==> config.mk <==
export PLATFORM = sky130hd
export DESIGN_NAME = ddr3_frame_reader
export DESIGN_NICKNAME = d
export VERILOG_FILES = /design/src/rtl/ddr3_frame_reader.sv
export SDC_FILE = /design/constraint.sdc
export NUM_CORES = 1
export LEC_CHECK = 0
export ABC_AREA = 1
export ABC_CLOCK_PERIOD_IN_PS = 7700
export BUFFER_PORTS_ARGS = -buffer_cell sky130_fd_sc_hd__buf_2
export CAP_MARGIN = 20
export CELL_PAD_IN_SITES_DETAIL_PLACEMENT = 1
export CELL_PAD_IN_SITES_GLOBAL_PLACEMENT = 1
export CORE_MARGIN = 5
export CORE_UTILIZATION = 39
export DETAILED_ROUTE_END_ITERATION = 16
export GPL_TIMING_DRIVEN = 0
export PLACE_DENSITY_LB_ADDON = 0.1
export RECOVER_POWER = 50
export SYNTH_ARGS = -nofsm -noshare
export SYNTH_HDL_FRONTEND = slang
export SYNTH_SLANG_ARGS = --single-unit
==> constraint.sdc <==
create_clock -name clk -period 7.7 [get_ports clk]
set_input_delay 1.54 -clock clk [delete_from_list [all_inputs] [get_ports clk]]
set_output_delay 1.54 -clock clk [all_outputs]
set_load 0.01 [all_outputs]
==> src/rtl/ddr3_frame_reader.sv <==
// Frame fetch engine: walks a ring of DDR3 frame buffers with Avalon-MM burst reads,
// limits in-flight beats with a credit counter and optionally re-reads the last frame.
module ddr3_frame_reader #(
  parameter int ADDR_WIDTH      = 26,
  parameter int NUM_BUFFERS     = 4,
  parameter int BUF_IDX_WIDTH   = 2,
  parameter int FRAME_BEATS     = 327680,
  parameter int BEAT_CNT_WIDTH  = 20,
  parameter int BURST_LEN       = 8,
  parameter int SIZE_WIDTH      = 7,
  parameter int MAX_OUTSTANDING = 64,
  parameter int REPEAT_LAST     = 1
) (
  input  logic                              clk,
  input  logic                              reset,
  input  logic                              enable,
  input  logic [NUM_BUFFERS*ADDR_WIDTH-1:0] buffer_base,
  input  logic [NUM_BUFFERS-1:0]            buffer_ready_set,
  output logic [NUM_BUFFERS-1:0]            buffer_ready,
  output logic [NUM_BUFFERS-1:0]            buffer_released,
  input  logic                              fifo_almost_full,
  input  logic                              avl_ready,
  output logic                              avl_burstbegin,
  output logic [SIZE_WIDTH-1:0]             avl_size,
  output logic                              avl_read_req,
  output logic [ADDR_WIDTH-1:0]             avl_addr,
  input  logic                              avl_read_data_valid,
  output logic [BUF_IDX_WIDTH-1:0]          cur_buffer,
  output logic                              frame_start,
  output logic                              busy
);

  localparam int OUT_W = $clog2(MAX_OUTSTANDING + BURST_LEN + 1);
  localparam logic [OUT_W-1:0]          BURST_OUT   = OUT_W'(BURST_LEN);
  localparam logic [OUT_W-1:0]          MAX_OUT     = OUT_W'(MAX_OUTSTANDING);
  localparam logic [BEAT_CNT_WIDTH-1:0] BURST_BEATS = BEAT_CNT_WIDTH'(BURST_LEN);
  localparam logic [BEAT_CNT_WIDTH-1:0] LAST_BEAT   = BEAT_CNT_WIDTH'(FRAME_BEATS - BURST_LEN);
  localparam logic [BUF_IDX_WIDTH-1:0]  LAST_IDX    = BUF_IDX_WIDTH'(NUM_BUFFERS - 1);

  typedef enum logic [1:0] {IDLE, REQ, DRAIN, ABORT} state_t;

  state_t                    state_q;
  logic [BEAT_CNT_WIDTH-1:0] beat_cnt_q;
  logic [OUT_W-1:0]          out_q, out_d;
  logic [NUM_BUFFERS-1:0]    ready_q, ready_d;
  logic [NUM_BUFFERS-1:0]    released_q, released_d;
  logic [BUF_IDX_WIDTH-1:0]  cur_q, next_idx;
  logic [ADDR_WIDTH-1:0]     addr_q, base_sel;
  logic                      read_req_q, burstbegin_q, frame_start_q, busy_q;
  logic                      accept, credit_ok, drain_done, next_ready, release_now;

  // NOTE: every signal assigned here gets a default first, so no latch can be inferred.
  always_comb begin
    accept      = read_req_q && avl_ready;
    base_sel    = buffer_base[cur_q*ADDR_WIDTH +: ADDR_WIDTH];
    next_idx    = (cur_q == LAST_IDX) ? '0 : cur_q + 1'b1;
    next_ready  = ready_q[next_idx];
    credit_ok   = !fifo_almost_full && (out_q + BURST_OUT <= MAX_OUT);
    drain_done  = (state_q == DRAIN) && (out_q == '0);
    release_now = drain_done && (next_ready || (REPEAT_LAST == 0));

    // Valids arriving with nothing in flight are stray and must not wrap the counter.
    out_d = out_q;
    if (accept) out_d = out_d + BURST_OUT;
    if (avl_read_data_valid && (out_d != '0)) out_d = out_d - 1'b1;

    released_d        = '0;
    released_d[cur_q] = release_now;
    // A producer set in the same cycle as the release keeps the flag up.
    ready_d = (ready_q & ~released_d) | buffer_ready_set;
  end

  // NOTE: sequential state uses non-blocking assignments only, so every register samples pre-edge values.
  always_ff @(posedge clk or posedge reset) begin
    if (reset) begin
      state_q       <= IDLE;
      beat_cnt_q    <= '0;
      out_q         <= '0;
      ready_q       <= '0;
      released_q    <= '0;
      cur_q         <= '0;
      addr_q        <= '0;
      read_req_q    <= 1'b0;
      burstbegin_q  <= 1'b0;
      frame_start_q <= 1'b0;
      busy_q        <= 1'b0;
    end else begin
      out_q         <= out_d;
      ready_q       <= ready_d;
      released_q    <= released_d;
      burstbegin_q  <= 1'b0;
      frame_start_q <= 1'b0;
      case (state_q)
        IDLE: begin
          if (enable && ready_q[cur_q]) begin
            beat_cnt_q <= '0;
            busy_q     <= 1'b1;
            state_q    <= REQ;
          end
        end
        REQ: begin
          if (read_req_q) begin
            if (avl_ready) begin
              read_req_q    <= 1'b0;
              beat_cnt_q    <= beat_cnt_q + BURST_BEATS;
              frame_start_q <= (beat_cnt_q == '0);
              if (beat_cnt_q == LAST_BEAT) state_q <= DRAIN;
              else if (!enable)            state_q <= ABORT;
            end
          end else if (!enable) begin
            state_q <= ABORT;
          end else if (credit_ok) begin
            read_req_q   <= 1'b1;
            burstbegin_q <= 1'b1;
            addr_q       <= base_sel + ADDR_WIDTH'(beat_cnt_q);
          end
        end
        DRAIN: begin
          if (drain_done) begin
            beat_cnt_q <= '0;
            if (next_ready || (REPEAT_LAST == 0)) cur_q <= next_idx;
            if (next_ready || (REPEAT_LAST != 0)) begin
              state_q <= REQ;
            end else begin
              state_q <= IDLE;
              busy_q  <= 1'b0;
            end
          end
        end
        ABORT: begin
          // Aborted frames keep their buffer; the frame restarts from offset 0.
          if (out_q == '0) begin
            state_q <= IDLE;
            busy_q  <= 1'b0;
          end
        end
        default: state_q <= IDLE;
      endcase
    end
  end

  assign buffer_ready    = ready_q;
  assign buffer_released = released_q;
  assign avl_burstbegin  = burstbegin_q;
  assign avl_size        = SIZE_WIDTH'(BURST_LEN);
  assign avl_read_req    = read_req_q;
  assign avl_addr        = addr_q;
  assign cur_buffer      = cur_q;
  assign frame_start     = frame_start_q;
  assign busy            = busy_q;

endmodule

==> results of run 1 <==
## registers in the layout, indices dropped and copies added (netlist names)
signal,count
buffer_ready,4
state_q,2
out_q,7
busy,1
frame_start,1
buffer_released,4
avl_addr,26
cur_buffer,2
beat_cnt_q,17
avl_burstbegin,1
avl_read_req,1
## logic make-up after synthesis
logic type                 Yosys count
and+or+nand+nor                    424
AOI/OAI and AO/OA                  154
buffers and inverters              112
DFF                                 66
adders and majority gates           25
xor gates and xnor gates            21
other                                2
muxes                                1
## path summary, 6_finish.rpt
kind / from / endpoint / slack (ps)
min in group asynchronous: reset / buffer_ready[2]$_DFF_PP0_ / 2050
min: avl_addr[25]$_DFFE_PP0P_ / avl_addr[25]$_DFFE_PP0P_ / 480
max: reset / avl_addr[2]$_DFFE_PP0P_ / 4280
max in group clk: cur_buffer[1]$_DFFE_PP0P_ / avl_addr[22]$_DFFE_PP0P_ / 4340
max reg2reg: cur_buffer[1]$_DFFE_PP0P_ / avl_addr[22]$_DFFE_PP0P_ / 4340
min reg2reg: avl_addr[25]$_DFFE_PP0P_ / avl_addr[25]$_DFFE_PP0P_ / 480
## power groups by stage
stage	clock [mW]	sequential (mW)	combinational [mW]
after floorplan	0	0.547	0.693
after global placement	0	0.520	1.06
after detailed placement	0	0.524	1.08
after CTS	0.520	0.520	1.09
after global routing	0.536	0.537	1.21
final	0.516	0.520	1.07
## layer usage
layer	share of wire (%)	up-vias	track usage (%)	wire [um]
li1	-	2989	-	-
met1	43	2931	30.3	8400
met2	51	131	42.7	9790
met3	4.6	22	4.46	886
met4	1.4	0	5.55	276
met5	0	-	0	0
## stage by stage
stage,worst slack [ps],power (mW),utilization [%],instances
6_report,4280,2.11,50.1,1157
5_1_grt,3750,2.28,50.1,1157
4_1_cts,4400,2.13,50.3,1156
3_5_place_dp,4100,1.60,47.5,1140
3_3_place_gp,3570,1.58,47.5,1140
2_1_floorplan,4510,1.24,-,811
## cell usage in the layout, fill, tap and decap left out, types with 2 or more instances in the layout
master	count
o21ai_2	2
o31ai_1	3
buf_4	10
nor2_1	97
o22ai_1	18
nand2_2	6
clkbuf_1	26
nor2_4	2
a21o_1	2
o211ai_1	3
xor2_1	11
xnor2_1	10
nand2_1	220
nand3_1	57
a21oi_1	25
dfrtp_1	66
a21boi_0	2
nor4_1	7
clkbuf_16	9
bufinv_16	4
inv_2	5
nand3b_1	2
nor3_1	9
buf_2	148
o21a_1	2
nor2_2	2
ha_1	25
nand4_1	16
or2_2	5
o21ai_0	74
o21ai_1	7
o21bai_1	6
conb_1	8
inv_1	74
a31oi_1	5
## layout make-up
cell class / count / area share [%]
Antenna cell: 1 / 0.0375
Inverter: 80 / 4.52
Clock inverter: 5 / 1.88
Buffer: 32 / 2.68
Timing Repair Buffer: 153 / 11.2
Clock buffer: 11 / 3.64
Sequential cell: 66 / 24.8
Tap cell: 176 / 3.30
Multi-Input combinational cell: 633 / 48.0
==> impl_metrics.ini, run 1 <==
[sta]
period_share_pct = 44.4
fin_crit_ps = 3420
hold_viol = 0
hold_slack_ps = 475
drv_slew = 67
worst_slew_pin_slew_ps = 3020
fmax_mhz = 293
slew_headroom_pct = -103
setup_tns_ps = 0
setup_viol = 0
finalClockSkew_ps = 11.5
rsz0062_at_grt = no

[power]
p_int_mw = 1.17
vdd.ir_drop.worst_uv = 143
clock_power_share_pct = 24.5
seqPwrFrac_pct = 24.7
power.share.switching_pct = 44.7
netSwitchingPower_uw = 942
p_per_area_mw_per_mm2 = 317
comb_power_share_pct = 50.9
leakage_nw = 3.51

[layout]
stdcell_area_sq_mm = 0.00667
fin_nets = 1114
synthToLayoutAreaGrowth_pct = 25.5
nFillCells = 1857
regArea_sq_mm = 0.00165
multiInputGateArea_sq_mm = 0.00320
drive_above_1_share_pct = 20.2

[logic_synthesis]
synthTopCellsByCount = 219 x nand2_1, 97 x nor2_1, 75 x inv_1
syn_area_sq_mm = 0.00531
avgSynthCellArea_sq_um = 6.59
synth_mux_area_share_pct = 0.189
synth-main-ff-cell = dfrtp_1
yosysTopAreaCell = dfrtp_1
synth_edf_count = 0
netlist_instances = 805
synth_top_area_share_pct = 31.1
synth_compound_area_share_pct = 16.4
ys_seq_area_share_pct = 31.1
synth_cell_types = 42
synth_xor_area_share_pct = 3.46
async_flop_share_pct = 100
synth_most_common_cell = nand2_1
yosys-top-cells-area = dfrtp_1 31%, nand2_1 15%, o21ai_0 7.0%
yosysWarnings = 0
synth_fa_ha_area_share_pct = 5.89
synth_top_family_by_area = simple AND/OR/NAND/NOR gates
synth_simple_gate_area_share_pct = 33.7
ys_ff_latch = 66

[cts]
cts-root-buf = clkbuf_16
ctsLongestPathBuffers = 2
clock_latency_ps = 350
path_clk_slew_ps = 60
cts_sinks = 66
post_cts_buffers = 0
cts_resized = 0
cts_tree = done
htreeDepth = 3
tritoncts.num_buffers = 9
ctsHoldBuffers = 0

[die]
dieArea_sq_mm = 0.0160
dieWidth_um = 127
initial_core_util_pct = 39.9
core_area_sq_mm = 0.0133
rows = 42
pin_count = 161
die_h_um = 127

[critical_path]
crit_cells = 2
crit_type = input pin to async pin
slowest_delay_ps = 1690
cp-end-kind = async pin
worstPathArrival_ps = 3370
reg2reg_depth = 15
cp_slowest_cell = clkinvlp_2
critPathLaunchType = input pin
crit_fanout = 66
critPathTopFamily = buffers and inverters
crit_chain = buf_2, clkinvlp_2
required_ps = 7650
crit_buf_inv = 2

[routing]
avgViaCountPerCell = 5.25
dr.pass1.iters = 5
drc = 0
vias = 6073
routedWlPerCell_um = 16.7
ant_nets = 0
drtIter0Drc = 281
wl_um = 19400

[grt]
grt_usage_pct = 24.0
grt_pass1_wl_um = 31100
grt-ovfl-total = 0
grt_pass1_vias = 6169
grt_antenna_before_repair = 1
grt_max_degree = 67

[run]
maxCapViolCount = 1

[placement]
numPortBuffers = 153
hpwl_um = 15800
dpl-instance-area_sq_mm = 0.00632
gp_congestion = 0.897

[worst_hold_path]
hp-class = register to register
whs_path_depth = 2

[run_status]
status = finished with violations
violations = max-capacitance violations, max-slew violations
(Power assumes the default switching activity.)
==> inputs of run 2 (changes only) <==
--- a/config.mk
+++ b/config.mk
@@ -6,13 +6,13 @@
 export NUM_CORES = 1
 export LEC_CHECK = 0
 export ABC_AREA = 1
-export ABC_CLOCK_PERIOD_IN_PS = 7700
+export ABC_CLOCK_PERIOD_IN_PS = 3250
 export BUFFER_PORTS_ARGS = -buffer_cell sky130_fd_sc_hd__buf_2
 export CAP_MARGIN = 20
 export CELL_PAD_IN_SITES_DETAIL_PLACEMENT = 1
 export CELL_PAD_IN_SITES_GLOBAL_PLACEMENT = 1
 export CORE_MARGIN = 5
-export CORE_UTILIZATION = 39
+export CORE_UTILIZATION = 36
 export DETAILED_ROUTE_END_ITERATION = 16
 export GPL_TIMING_DRIVEN = 0
 export PLACE_DENSITY_LB_ADDON = 0.1
==> constraint.sdc (replaced) <==
create_clock -name clk -period 3.25 [get_ports clk]
set_input_delay 0.65 -clock clk [delete_from_list [all_inputs] [get_ports clk]]
set_output_delay 0.65 -clock clk [all_outputs]
set_load 0.01 [all_outputs]
==> impl_metrics.ini, run 2 (synthesis gave the netlist of run 1 again) <==
[power]
netSwitchingPower_mw = 2.26
power.share.switching_pct = 46.1
leakage_nw = 3.49
p_int_mw = 2.65
comb_power_share_pct = 52.5
seqPwrFrac_pct = 25.2
clock_power_share_pct = 22.4
vdd.ir_drop.worst_uv = 250
p_per_area_mw_per_mm2 = 737

[grt]
grt_usage_pct = 22.3
grt_pass1_vias = 6082
grt_pass1_wl_um = 31300
grt_antenna_before_repair = 1
grt_max_degree = 67
grt-ovfl-total = 0

[sta]
worst_slew_pin_slew_ps = 1460
period_share_pct = 94.0
setup_viol = 0
drv_slew = 0
hold_viol = 0
setup_tns_ps = 0
fin_crit_ps = 3060
finalClockSkew_ps = 11.1
slew_headroom_pct = 2.85
hold_slack_ps = 474
fmax_mhz = 327
rsz0062_at_grt = no

[layout]
finalNonFillerCells = 1159
final_util_pct = 46.0
layout_commonest_cell = nand2_1
drive_above_1_share_pct = 21.1
synthToLayoutAreaGrowth_pct = 25.4
fin_nets = 1109
stdcell_area_sq_mm = 0.00666
largest_register_ffs = 26
layout_common_cells = 219 x nand2_1, 144 x buf_2, 97 x nor2_1

[placement]
gp_congestion = 0.886
numPortBuffers = 153
dp.cells = 1148
hpwl_um = 16100
dpl-instance-area_sq_mm = 0.00633

[die]
rows = 44
dieWidth_um = 131
pin_count = 161
core_area_sq_mm = 0.0145
die_h_um = 131
initial_core_util_pct = 36.7
dieArea_sq_mm = 0.0173

[routing]
vias = 5990
wl_um = 19700
ant_nets = 0
avgViaCountPerCell = 5.17
drtIter0Drc = 275
drc = 0
dr.pass1.iters = 4
routedWlPerCell_um = 17.0

[cts]
cts_tree = done
ctsLongestPathBuffers = 2
cts-root-buf = clkbuf_16
post_cts_buffers = 0
cts_sinks = 66
ctsHoldBuffers = 0
tritoncts.num_buffers = 9
cts_resized = 4
clock_latency_ps = 350
path_clk_slew_ps = 60
htreeDepth = 3

[critical_path]
crit_type = register to register
cp-end-kind = register
critPathLaunchType = register
worstPathArrival_ps = 3280
crit_fanout = 19
required_ps = 3480

[run]
maxCapViolCount = 0

[worst_hold_path]
hp-class = register to register

[run_status]
status = completed
## run 2: worst paths after layout
kind / startpoint / endpoint / slack (ps) / cells after the start
max in group asynchronous: reset / cur_buffer[0]$_DFFE_PP0P_ / 1540 / 2
min in group asynchronous: reset / buffer_ready[3]$_DFF_PP0_ / 730 / 2
worst max-delay path: cur_buffer[0]$_DFFE_PP0P_ / avl_addr[22]$_DFFE_PP0P_ / 190 / 17
worst min register to register: avl_addr[22]$_DFFE_PP0P_ / avl_addr[22]$_DFFE_PP0P_ / 470 / 2
worst min-delay path: avl_addr[22]$_DFFE_PP0P_ / avl_addr[22]$_DFFE_PP0P_ / 470 / 2
worst max register to register: cur_buffer[0]$_DFFE_PP0P_ / avl_addr[22]$_DFFE_PP0P_ / 190 / 17
## run 2: critical path, stage by stage, from the launching register on
cell      delay, ps
dfrtp_2         490
inv_2           150
buf_6           210
clkbuf_4        270
nor2_1          100
o22ai_1         310
ha_1            370
nand2_1         170
nor2_1           50
inv_1           100
nor2_1           60
nor2_1          190
and2_0          160
nand2_1          70
nand2_1          60
nand2_1          40
nand3_1          70
nand2_1          50
## run 2: metal layers
| layer | wire length [um] | GRT usage, % |
|---|---|---|
| met1 | 8610 | 27.6 |
| met2 | 9980 | 39.4 |
| met3 | 716 | 3.75 |
| met4 | 437 | 7.26 |
| met5 | 0 | 0 |
## run 2: layout make-up
| type | count | area [sq um] |
|---|---|---|
| Antenna cell | 1 | 2.50 |
| Buffer | 27 | 181 |
| Clock buffer | 11 | 253 |
| Clock inverter | 4 | 75.1 |
| Fill cell | 1997 | 7820 |
| Inverter | 80 | 300 |
| Multi-Input combinational cell | 633 | 3220 |
| Sequential cell | 66 | 1650 |
| Tap cell | 184 | 230 |
| Timing Repair Buffer | 153 | 743 |
## run 2: metrics by stage
stage / total power, mW / setup slack [ps]
after floorplan: 2.94 / 667
after global placement: 3.77 / -153
after CTS: 4.94 / 19.8
after global routing: 5.30 / 0.638
final: 4.91 / 195
after detailed placement: 3.81 / -137
## run 2: power by group through the flow
stage / sequential (mW) / clock (mW) / combinational [mW]
2_1_floorplan: 1.30 / 0 / 1.64
3_3_place_gp: 1.24 / 0 / 2.53
3_5_place_dp: 1.25 / 0 / 2.57
4_1_cts: 1.24 / 1.11 / 2.59
5_1_grt: 1.27 / 1.15 / 2.88
6_report: 1.24 / 1.10 / 2.58
